===== config.mk =====
export PLATFORM = sky130hd
export DESIGN_NAME = instr_stream_player
export DESIGN_NICKNAME = d
export VERILOG_FILES = /design/src/rtl/instr_stream_player_pkg.sv /design/src/rtl/instr_stream_player_step_ram.sv /design/src/rtl/instr_stream_player.sv
export SDC_FILE = /design/constraint.sdc
export NUM_CORES = 1
export LEC_CHECK = 0
export BUFFER_PORTS_ARGS = -buffer_cell sky130_fd_sc_hd__clkbuf_2
export CORE_UTILIZATION = 48
export CTS_CLUSTER_SIZE = 16
export DETAILED_ROUTE_END_ITERATION = 16
export PLACE_DENSITY_LB_ADDON = 0.1
export SKIP_LAST_GASP = 1
export SLEW_MARGIN = 15
export SYNTH_ARGS = -nofsm -noshare
export SYNTH_HDL_FRONTEND = slang
export SYNTH_SLANG_ARGS = --single-unit

===== constraint.sdc =====
create_clock -name clock -period 5 [get_ports clock]
set_clock_uncertainty 0.2 [all_clocks]
set_input_delay 1.5 -clock clock [delete_from_list [all_inputs] [get_ports clock]]
set_output_delay 1.5 -clock clock [all_outputs]
set_load 0.01 [all_outputs]

===== src/rtl/instr_stream_player_pkg.sv =====
// Shared types and sizing for the instruction stream player.
package instr_stream_player_pkg;

    localparam int DEPTH   = 16;               // step table entries (power of 2)
    localparam int AW      = $clog2(DEPTH);
    localparam int DATA_W  = 8;                // imm / dataout / expected width
    localparam int NUM_CH  = 4;                // processor output channels
    localparam int WAIT_W  = 4;                // per-step wait count width
    localparam int TIMEOUT = 8;                // max CHECK cycles without valid
    localparam int CNT_W   = 8;                // saturating pass/fail counters
    localparam int CH_W    = 3;                // wide enough to name a bad channel
    localparam int TO_W    = $clog2(TIMEOUT);  // counts 0..TIMEOUT-1

    typedef enum logic [2:0] {
        NOP = 3'd0,
        LD  = 3'd1,
        OUT = 3'd2,
        ADD = 3'd3,
        SUB = 3'd4
    } opcode_t;

    typedef enum logic [2:0] {
        IMM = 3'd0,
        R0  = 3'd1,
        R1  = 3'd2,
        R2  = 3'd3,
        R3  = 3'd4
    } reg_t;

    typedef struct packed {
        opcode_t             opcode;
        reg_t                src1;
        reg_t                src2;
        reg_t                dst;
        logic [DATA_W-1:0]   imm;
        logic [WAIT_W-1:0]   wait_cyc;
        logic                chk_en;
        logic [CH_W-1:0]     chk_ch;
        logic [DATA_W-1:0]   exp_val;
        logic                last;
    } step_t;

    localparam int STEP_W = $bits(step_t);

    typedef enum logic [2:0] {
        S_IDLE  = 3'd0,
        S_FETCH = 3'd1,
        S_ISSUE = 3'd2,
        S_WAIT  = 3'd3,
        S_CHECK = 3'd4,
        S_DONE  = 3'd5
    } player_state_t;

endpackage


===== src/rtl/instr_stream_player_step_ram.sv =====
// Step table: one write port, one registered read port.
module instr_stream_player_step_ram #(
    parameter int DEPTH = 16,
    parameter int W     = 8
) (
    input  logic                     clock,
    input  logic                     reset,
    input  logic                     we,
    input  logic [$clog2(DEPTH)-1:0] waddr,
    input  logic [W-1:0]             wdata,
    input  logic                     re,
    input  logic [$clog2(DEPTH)-1:0] raddr,
    output logic [W-1:0]             rdata
);

    logic [W-1:0] mem [DEPTH];

    // Table write port.
    // NOTE: the storage array is deliberately left without reset so it maps onto plain RAM;
    // only the read register below is reset.
    always_ff @(posedge clock) begin
        if (we) begin
            mem[waddr] <= wdata;
        end
    end

    // Registered read; holds its value when not enabled.
    // NOTE: sequential state uses non-blocking assignments so every flop samples pre-edge values.
    always_ff @(posedge clock or negedge reset) begin
        if (!reset) begin
            rdata <= '0;
        end else if (re) begin
            rdata <= mem[raddr];
        end
    end

endmodule


===== src/rtl/instr_stream_player.sv =====
// Program player: fetches steps, issues one instruction per step, waits,
// optionally checks a processor output channel and tallies pass/fail.
module instr_stream_player
    import instr_stream_player_pkg::*;
(
    input  logic                     clock,
    input  logic                     reset,
    input  logic                     prog_we,
    input  logic [AW-1:0]            prog_addr,
    input  step_t                    prog_data,
    input  logic                     start,
    output logic                     busy,
    output logic                     done,
    output logic [CNT_W-1:0]         pass_cnt,
    output logic [CNT_W-1:0]         fail_cnt,
    output logic [AW-1:0]            first_fail,
    output logic                     instv,
    output opcode_t                  opcode,
    output reg_t                     src1,
    output reg_t                     src2,
    output reg_t                     dst,
    output logic [DATA_W-1:0]        imm,
    input  logic [NUM_CH*DATA_W-1:0] dataout,
    input  logic [NUM_CH-1:0]        dataoutv
);

    localparam int CI_W = $clog2(NUM_CH);

    player_state_t       state_q, state_d;
    step_t               step_q;
    logic [AW-1:0]       ptr;
    logic [WAIT_W-1:0]   wait_cnt;
    logic [TO_W-1:0]     chk_cnt;
    logic                start_ok, step_end, do_pass, do_fail;
    logic                ch_in_range;
    logic [CI_W-1:0]     ch_idx;
    logic [DATA_W-1:0]   ch_data [NUM_CH];

    // The read register doubles as the step register: it is loaded only in
    // FETCH, so instruction fields stay stable through WAIT/CHECK and DONE.
    instr_stream_player_step_ram #(.DEPTH(DEPTH), .W(STEP_W)) u_step_ram (
        .clock (clock),
        .reset (reset),
        .we    (prog_we && !busy),
        .waddr (prog_addr),
        .wdata (prog_data),
        .re    (state_q == S_FETCH),
        .raddr (ptr),
        .rdata (step_q)
    );

    assign busy   = (state_q != S_IDLE) && (state_q != S_DONE);
    assign done   = (state_q == S_DONE);
    assign instv  = (state_q == S_ISSUE);
    assign opcode = step_q.opcode;
    assign src1   = step_q.src1;
    assign src2   = step_q.src2;
    assign dst    = step_q.dst;
    assign imm    = step_q.imm;

    assign ch_in_range = int'(step_q.chk_ch) < NUM_CH;
    assign ch_idx      = step_q.chk_ch[CI_W-1:0];

    // Split the flat processor output bus into per-channel words.
    always_comb begin
        for (int c = 0; c < NUM_CH; c++) begin
            ch_data[c] = dataout[c*DATA_W +: DATA_W];
        end
    end

    // State register.
    always_ff @(posedge clock or negedge reset) begin
        if (!reset) begin
            state_q <= S_IDLE;
        end else begin
            state_q <= state_d;
        end
    end

    // Next-state logic and per-cycle check verdicts.
    // NOTE: every output of this block gets a default first, so no path can infer a latch.
    always_comb begin
        state_d  = state_q;
        start_ok = 1'b0;
        step_end = 1'b0;
        do_pass  = 1'b0;
        do_fail  = 1'b0;
        case (state_q)
            S_IDLE, S_DONE: begin
                if (start) begin
                    start_ok = 1'b1;
                    state_d  = S_FETCH;
                end
            end
            S_FETCH: state_d = S_ISSUE;
            S_ISSUE: begin
                if (step_q.wait_cyc != '0) state_d = S_WAIT;
                else if (step_q.chk_en)    state_d = S_CHECK;
                else                       step_end = 1'b1;
            end
            S_WAIT: begin
                if (wait_cnt == '0) begin
                    if (step_q.chk_en) state_d = S_CHECK;
                    else               step_end = 1'b1;
                end
            end
            S_CHECK: begin
                if (!ch_in_range) begin
                    do_fail  = 1'b1;
                    step_end = 1'b1;
                end else if (dataoutv[ch_idx]) begin
                    do_pass  = (ch_data[ch_idx] == step_q.exp_val);
                    do_fail  = (ch_data[ch_idx] != step_q.exp_val);
                    step_end = 1'b1;
                end else if (chk_cnt == TO_W'(TIMEOUT - 1)) begin
                    do_fail  = 1'b1;
                    step_end = 1'b1;
                end
            end
            default: state_d = S_IDLE;
        endcase
        // The table never wraps: the final entry ends the run like a last bit.
        if (step_end) begin
            state_d = (step_q.last || (&ptr)) ? S_DONE : S_FETCH;
        end
    end

    // Step pointer, wait/check timers and the pass/fail scoreboard.
    always_ff @(posedge clock or negedge reset) begin
        if (!reset) begin
            ptr        <= '0;
            wait_cnt   <= '0;
            chk_cnt    <= '0;
            pass_cnt   <= '0;
            fail_cnt   <= '0;
            first_fail <= '0;
        end else begin
            if (start_ok) begin
                ptr        <= '0;
                pass_cnt   <= '0;
                fail_cnt   <= '0;
                first_fail <= '0;
            end else if (step_end && (state_d == S_FETCH)) begin
                ptr <= ptr + 1'b1;
            end

            if (state_q == S_ISSUE)     wait_cnt <= step_q.wait_cyc - 1'b1;
            else if (state_q == S_WAIT) wait_cnt <= wait_cnt - 1'b1;

            chk_cnt <= (state_q == S_CHECK) ? chk_cnt + 1'b1 : '0;

            if (do_pass && (pass_cnt != '1)) pass_cnt <= pass_cnt + 1'b1;
            if (do_fail) begin
                if (fail_cnt != '1) fail_cnt <= fail_cnt + 1'b1;
                if (fail_cnt == '0) first_fail <= ptr;
            end
        end
    end

endmodule

==> out/qor.yml, run 1 <==
outcome: "finished clean"
drcViolationCount: 0
swShare_pct: 25.03
path_class: "flip-flop to primary output"
firstDrtPassIters: 5
worst_setup_path_start_kind: "flip-flop"
cts_root_buf: "clkbuf_16"
finalWeightedCongestion: 0.7747
grt_pass1_wl_mm: 83.07
hold_violations: 0
cts_htree_levels: 3
critical-path-max-stage-delay_ns: 0.48
wl_per_cell_um: 26.42
post_cts_buffers: 0
utilization_pct: 55.46
die_area_mm2: 0.05532
io_pins: 124
hold_class: "flip-flop to flip-flop"
start_util_pct: 48.51
synthTopCellsByCount: "edfxtp_1, mux4_2, dfrtp_1"
syn_nets: 1277
p_clk_share_pct: 35.0
busiest_layer: "met2"
synth_flop_cell: "edfxtp_1"
power_density_mw_per_mm2: 472.6
rsz0062_at_grt: "no"
drt_iter0_markers: 932
cp_max_fo: 9
cts_tree: "yes"
clk_path_buf_depth: 3
grtUsageMet1_pct: 28.64
clock_latency_ns: 0.59
antenna_found_initial: 1
met2_usage_pct: 34.09
reg2reg_to: "pass_cnt[3]"
r2r_slack_ns: 1.80
multi_input_area_mm2: 0.006162
end_kind: "primary output"
hold_buffers: 0
dieHeight_um: 235.2
layout.nets: 1433
arrival_ns: 2.06
numCtsBuffers: 71
grt_pass1_vias: 12803
switching_power_uw: 3531
core_mm2: 0.05381
p_comb_share_pct: 17.9
ys_warn_count: 0
crit_path_cell_trace: "nand2b_1 > nor2_1 > clkbuf_2"
n_antenna_cell: 0
synth_cell_types: 53
setup_viol: 0
drv_cap: 0
p_int_uw: 10570
synth_most_common_cell: "edfxtp_1"
startpoint: "state_q[2]"
final_layout_size_suffix_gt1_share_pct: 36.61
overflow: 0
ys_seq_elements: 663
fillerInstances: 4072
whs_ns: 0.2335
hpwlAfterDp_mm: 30.15
period_share_pct: 75.17
ir_drop_mv: 0.2947
yosysTopAreaCellShare_pct: 68.10
rows: 85
worstMarginPinSlew_ns: 1.091
p_leak_uw: 0.009795
synth-seq-area-share_pct: 74.91
synth_edf_count: 592
worstPathRequired_ns: 3.30
numPortBuffers: 123
critPathSlowestCell: "dfrtp_1"
grt_use_total_pct: 20.58
grt_max_degree: 57
register_area_mm2: 0.01957
synth_area_mm2: 0.02610
avgSynthCellArea_um2: 21.95
fin_setup_tns_ns: 0
cts_resized: 0
avgViaCountPerCell: 5.766
clk_pin_slew_ns: 0.06
postSynth.asyncResetShare_pct: 10.71
synth_cells: 1189
vias: 12109
worst-r2r-cell-count: 7
area_delta_synth_final_pct: 14.33
yosys-top-cells-area: "edfxtp_1, mux4_2, dfrtp_1"
postRouteAntennaNets: 0
gr-usage-met3_pct: 3.213
relSlewSlack_pct: 27.30
clkSinkCount: 663
synth_top_area_cell: "edfxtp_1"
r2r_start: "u_step_ram.rdata[10]"
slew_violations: 0
wirelength_mm: 55.47
hold-path-cell-count: 1
fin_crit_ns: 3.758
die_w_um: 235.2
fmax_ghz: 0.2661
cp-endpoint: "instv"
p_seq_share_pct: 47.1
## cells by family (layout without fill, tap and decap cells)
| group | after synthesis | count (layout) | synth area share [%] |
|---|---|---|---|
| buffers and inverters | 89 | 304 | 1.951 |
| flip-flops | 663 | 663 | 74.91 |
| AND/OR/NAND/NOR | 115 | 115 | 2.238 |
| adder cells (fa/ha/maj) | 7 | 7 | 0.3355 |
| AO/OA/AOI/OAI | 47 | 47 | 1.222 |
| XOR/XNOR | 24 | 24 | 0.8052 |
| multiplexers | 244 | 244 | 18.54 |
## per-layer routing
metal / part of all wire (%) / up-vias / wire [µm]
met5: 0.020 / - / 11
met4: 1.7 / 2 / 942
met3: 4.7 / 68 / 2607
met1: 44 / 6496 / 24190
li1: - / 5233 / -
met2: 50 / 310 / 27720
## worst max-delay path: cells and delay by family (launching register included)
| kind | cells | cell delay (ns) |
|---|---|---|
| buffers and inverters | 1 | 0.26 |
| flip-flops | 1 | 0.48 |
| AND/OR/NAND/NOR | 2 | 0.74 |
## cells in the final DEF, fill, tap and decap left out, types with 4 or more instances in the layout
| cell type | instances |
|---|---|
| clkbuf_1 | 29 |
| nand2_1 | 28 |
| nor2_1 | 18 |
| xnor2_1 | 12 |
| inv_1 | 11 |
| nand3_1 | 12 |
| clkbuf_8 | 5 |
| a21oi_1 | 8 |
| clkinv_2 | 11 |
| nor2_4 | 12 |
| xor2_1 | 12 |
| edfxtp_1 | 592 |
| clkbuf_16 | 76 |
| buf_12 | 8 |
| o21ai_0 | 10 |
| a21o_1 | 5 |
| mux2i_1 | 20 |
| or2_2 | 4 |
| clkbuf_2 | 122 |
| mux4_2 | 188 |
| buf_4 | 30 |
| nand2b_1 | 6 |
| mux2_2 | 36 |
| nor3_1 | 5 |
| dfrtp_1 | 67 |
| ha_1 | 7 |
| clkinv_1 | 6 |
## metrics by stage
step	setup WS (ns)	total power (µW)	area, µm²	cells
CTS	1.222	14280	29840	2100
finish	1.242	14100	29840	2100
global placement	1.128	9304	27640	1968
detailed placement	1.123	9344	27640	1968
floorplan	0.03285	8690	26110	1189
global route	1.109	14690	29840	2100
## how the worst min path moves through the flow
stage	startpoint	end	slack, ns
floorplan	chk_cnt[0]	chk_cnt[0]	0.21
global placement	chk_cnt[0]	chk_cnt[0]	0.23
detailed placement	chk_cnt[0]	chk_cnt[0]	0.23
CTS	chk_cnt[0]	chk_cnt[0]	0.24
global route	chk_cnt[0]	chk_cnt[0]	0.26
finish	chk_cnt[0]	chk_cnt[0]	0.23
## state kept, by name (all words and copies together) (netlist names), 4 cells and up
signal	flops
fail_cnt	8
first_fail	4
pass_cnt	8
ptr	4
u_step_ram.mem	592
u_step_ram.rdata	37
wait_cnt	4
## power by group through the flow
stage               clock network [µW]  logic, µW  registers (µW)
floorplan                            0       2190            6500
global placement                     0       2550            6750
detailed placement                   0       2580            6770
CTS                               5050       2580            6650
global route                      5270       2730            6690
finish                            4940       2530            6640
## area by class of cell
type | count | share of cell area [%]
Sequential cell | 663 | 65.56
Clock buffer | 110 | 6.968
Multi-Input combinational cell | 437 | 20.65
Clock inverter | 22 | 0.4192
Inverter | 12 | 0.1509
Tap cell | 696 | 2.918
Timing Repair Buffer | 160 | 3.337
No activity file was read; power rests on OpenSTA's default activity.
==> inputs of run 2 (changes only) <==
--- a/config.mk
+++ b/config.mk
@@ -5,6 +5,7 @@
 export SDC_FILE = /design/constraint.sdc
 export NUM_CORES = 1
 export LEC_CHECK = 0
+export ABC_AREA = 1
 export BUFFER_PORTS_ARGS = -buffer_cell sky130_fd_sc_hd__clkbuf_2
 export CORE_UTILIZATION = 48
 export CTS_CLUSTER_SIZE = 16
==> constraint.sdc (replaced) <==
create_clock -name clock -period 3.7 [get_ports clock]
set_clock_uncertainty 0.2 [all_clocks]
set_input_delay 1.11 -clock clock [delete_from_list [all_inputs] [get_ports clock]]
set_output_delay 1.11 -clock clock [all_outputs]
set_load 0.01 [all_outputs]
==> run 2 against run 1 <==
  * Synthesized cell count up 79%
  * Power grew 36%
  * Die area grew 2.6%
  * Flip-flop and latch count is the same
  * Clock power up 32%
  * Count of clock-buffer cells in the layout fell by 7
  * Critical path type unchanged
  * Highest routed layer unchanged
==> out/qor.yml, run 2 <==
wl_per_cell_um: 21.81  # -17%
clk_pin_slew_ns: 0.05  # about the same
grt_use_total_pct: 23.39  # +2.8 points
pre_cts_ws_ns: 0.6018  # -0.5210 ns
hold_violations: 0  # unchanged
synth_cell_types: 39  # -26%
synth_top_area_cell: "edfxtp_1"
largest_reg_flops: 592  # unchanged
arrival_ns: 1.70  # -0.36 ns
hold_class: "flip-flop to flip-flop"
final_layout_size_suffix_gt1_share_pct: 13.45  # -23 points
syn_nets: 2213  # +73%
drcViolationCount: 0  # unchanged
area_delta_synth_final_pct: 13.45
power_density_mw_per_mm2: 629.3  # +33%
wirelength_mm: 65.75  # +19%
postSynth.asyncResetShare_pct: 10.71  # unchanged
final_cells: 3015  # +44%
n_antenna_cell: 0  # unchanged
finalWorstSetupSlack_ns: 0.6945  # -0.5471 ns
cts_root_buf: "clkbuf_16"
finalWeightedCongestion: 0.8181  # +5.6%
firstDrtPassIters: 5  # unchanged
start_util_pct: 48.61  # +0.11 points
hpwlAfterDp_mm: 35.93  # +19%
drt_iter0_markers: 1354  # +45%
post_cts_buffers: 0  # unchanged
clock_latency_ns: 0.60  # about the same
clkSinkCount: 663  # unchanged
reg_top3: "u_step_ram.mem (592), u_step_ram.rdata (37)"
grt_pass1_wl_mm: 99.92  # +20%
numCtsBuffers: 71  # unchanged
layout.nets: 2299  # +60%
setup_viol: 0  # unchanged
regMostFlops: "u_step_ram.mem"
yosysTopAreaCellShare_pct: 66.38  # -1.7 points
synth_area_mm2: 0.02678  # +2.6%
p_int_uw: 13430  # +27%
p_comb_share_pct: 19.9  # +2.0 points
numPortBuffers: 123  # unchanged
cts_htree_levels: 3  # unchanged
hold_buffers: 0  # unchanged
layout_commonest_cell: "edfxtp_1"
worst-r2r-cell-count: 8  # +1
io_pins: 124  # unchanged
worst_setup_path_start_kind: "flip-flop"
cts_tree: "yes"
clk_path_buf_depth: 3  # unchanged
r2r_start: "state_q[1]"
ir_drop_mv: 0.4102  # +39%
synth_flop_cell: "edfxtp_1"
grt_max_degree: 217  # +280%
vias: 17194  # +42%
die_w_um: 238.2  # +1.3%
cts_resized: 0  # unchanged
slew_violations: 0  # unchanged
ys_warn_count: 0  # unchanged
whs_endpoint: "chk_cnt[0]"
cp_max_fo: 5  # -4
avgSynthCellArea_um2: 12.60  # -43%
rows: 86  # +1.2%
end_kind: "primary output"
postRouteAntennaNets: 0  # unchanged
whs_ns: 0.2289  # -0.004537 ns
antenna_found_initial: 4  # +3
layout_common_cells: "edfxtp_1, nor2_1, o21ai_0"
overflow: 0  # unchanged
fin_crit_ns: 3.006
period_share_pct: 81.23
ys_seq_elements: 663  # unchanged
switching_power_uw: 5693  # +61%
path_class: "flip-flop to primary output"
die_area_mm2: 0.05674  # +2.6%
hold-path-cell-count: 1  # unchanged
grt_pass1_vias: 16753  # +31%
worstMarginPinSlew_ns: 1.095  # +0.004299 ns
r2r_slack_ns: 0.87  # -0.93 ns
p_clk_share_pct: 34.1  # -0.9 points
worstPathRequired_ns: 2.39  # -0.91 ns
p_leak_uw: 0.01058  # +8.1%
synth_most_common_cell: "edfxtp_1"
synthTopCellsByCount: "edfxtp_1, nor2_1, o21ai_0"
startpoint: "state_q[0]"
dieHeight_um: 238.2  # +1.3%
reg2reg_to: "u_step_ram.mem[14][28]"
yosys-top-cells-area: "edfxtp_1, dfrtp_1, o21ai_0"
outcome: "finished clean"
rsz0062_at_grt: "no"
dp.cells: 2886  # +47%
synth_edf_count: 592  # unchanged
swShare_pct: 29.77  # +4.7 points
synth-seq-area-share_pct: 73.01  # -1.9 points
synth_cells: 2125  # +79%
p_seq_share_pct: 46.1  # -1.0 points
holdCritStartpoint: "chk_cnt[0]"
fin_setup_tns_ns: 0  # unchanged
relSlewSlack_pct: 27.01  # -0.29 points
core_mm2: 0.05509  # +2.4%
fmax_ghz: 0.3327
drv_cap: 0  # unchanged
utilization_pct: 55.15  # -0.31 points
avgViaCountPerCell: 5.703  # -1.1%
-- run 2: changes by cell type after synthesis, moves of 58 or more --
cell / previous run / this run
o21ai_0: 10 / 324
nor2_1: 30 / 347
o22ai_1: 0 / 82
nand3_1: 12 / 86
clkbuf_1: 29 / 87
mux4_2: 188 / 0
o221ai_1: 0 / 61
nand2_1: 28 / 196
-- run 2: final cells by class --
| cell class | count | area, µm² |
|---|---|---|
| clock buffers | 103 | 1947 |
| clock inverters | 26 | 168.9 |
| fillers | 4579 | 24710 |
| inverters | 64 | 255.2 |
| multi-input cells | 1246 | 6381 |
| flip-flops and latches | 663 | 19560 |
| well taps | 748 | 935.9 |
| repair buffers | 165 | 1134 |
-- run 2: through the flow --
stage	total power, µW	cell area (µm²)
finish	19120	30380
global route	20000	30380
CTS	19280	30380
detailed placement	12760	28270
global placement	12690	28270
floorplan	11590	26780
-- run 2: logic make-up after synthesis --
logic type	count (synthesis)	share of synthesized area (%)
buffers and inverters	216	3.667
xor gates and xnor gates	13	0.4251
DFF	663	73.01
AOI/OAI and AO/OA	561	12.31
and+or+nand+nor	664	10.21
adders and majority gates	7	0.3270
muxes	1	0.04204
-- run 2: worst max path at each step --
stage | end | slack [ns] | cells after the start
after global routing | instv | 0.61 | 4
after floorplan | u_step_ram.mem[10][0] | 0.02 | 4
after detailed placement | u_step_ram.mem[14][23] | 0.60 | 6
final | busy | 0.69 | 4
after CTS | busy | 0.67 | 4
after global placement | u_step_ram.mem[14][34] | 0.60 | 6
-- run 2: critical path, stage by stage (launching register included) --
cell	delay, ns
dfrtp_1	0.41
nand2_1	0.15
nor2_1	0.09
a21oi_2	0.25
clkbuf_2	0.19
-- run 2: layer usage --
metal / vias to the layer above / global-route usage, % / part of all wire (%)
li1: 7979 / - / -
met1: 8483 / 31.99 / 44
met2: 604 / 37.40 / 47
met3: 122 / 4.639 / 7.0
met4: 6 / 8.294 / 2.7
met5: - / 0 / 0.052
-- run 2: power groups by stage --
| stage | Combinational, µW | Clock [µW] | Sequential [µW] |
|---|---|---|---|
| global placement | 3750 | 0 | 8950 |
| detailed placement | 3810 | 0 | 8950 |
| floorplan | 2770 | 0 | 8810 |
| finish | 3800 | 6520 | 8810 |
| CTS | 3820 | 6650 | 8800 |
| global route | 4230 | 6920 | 8840 |
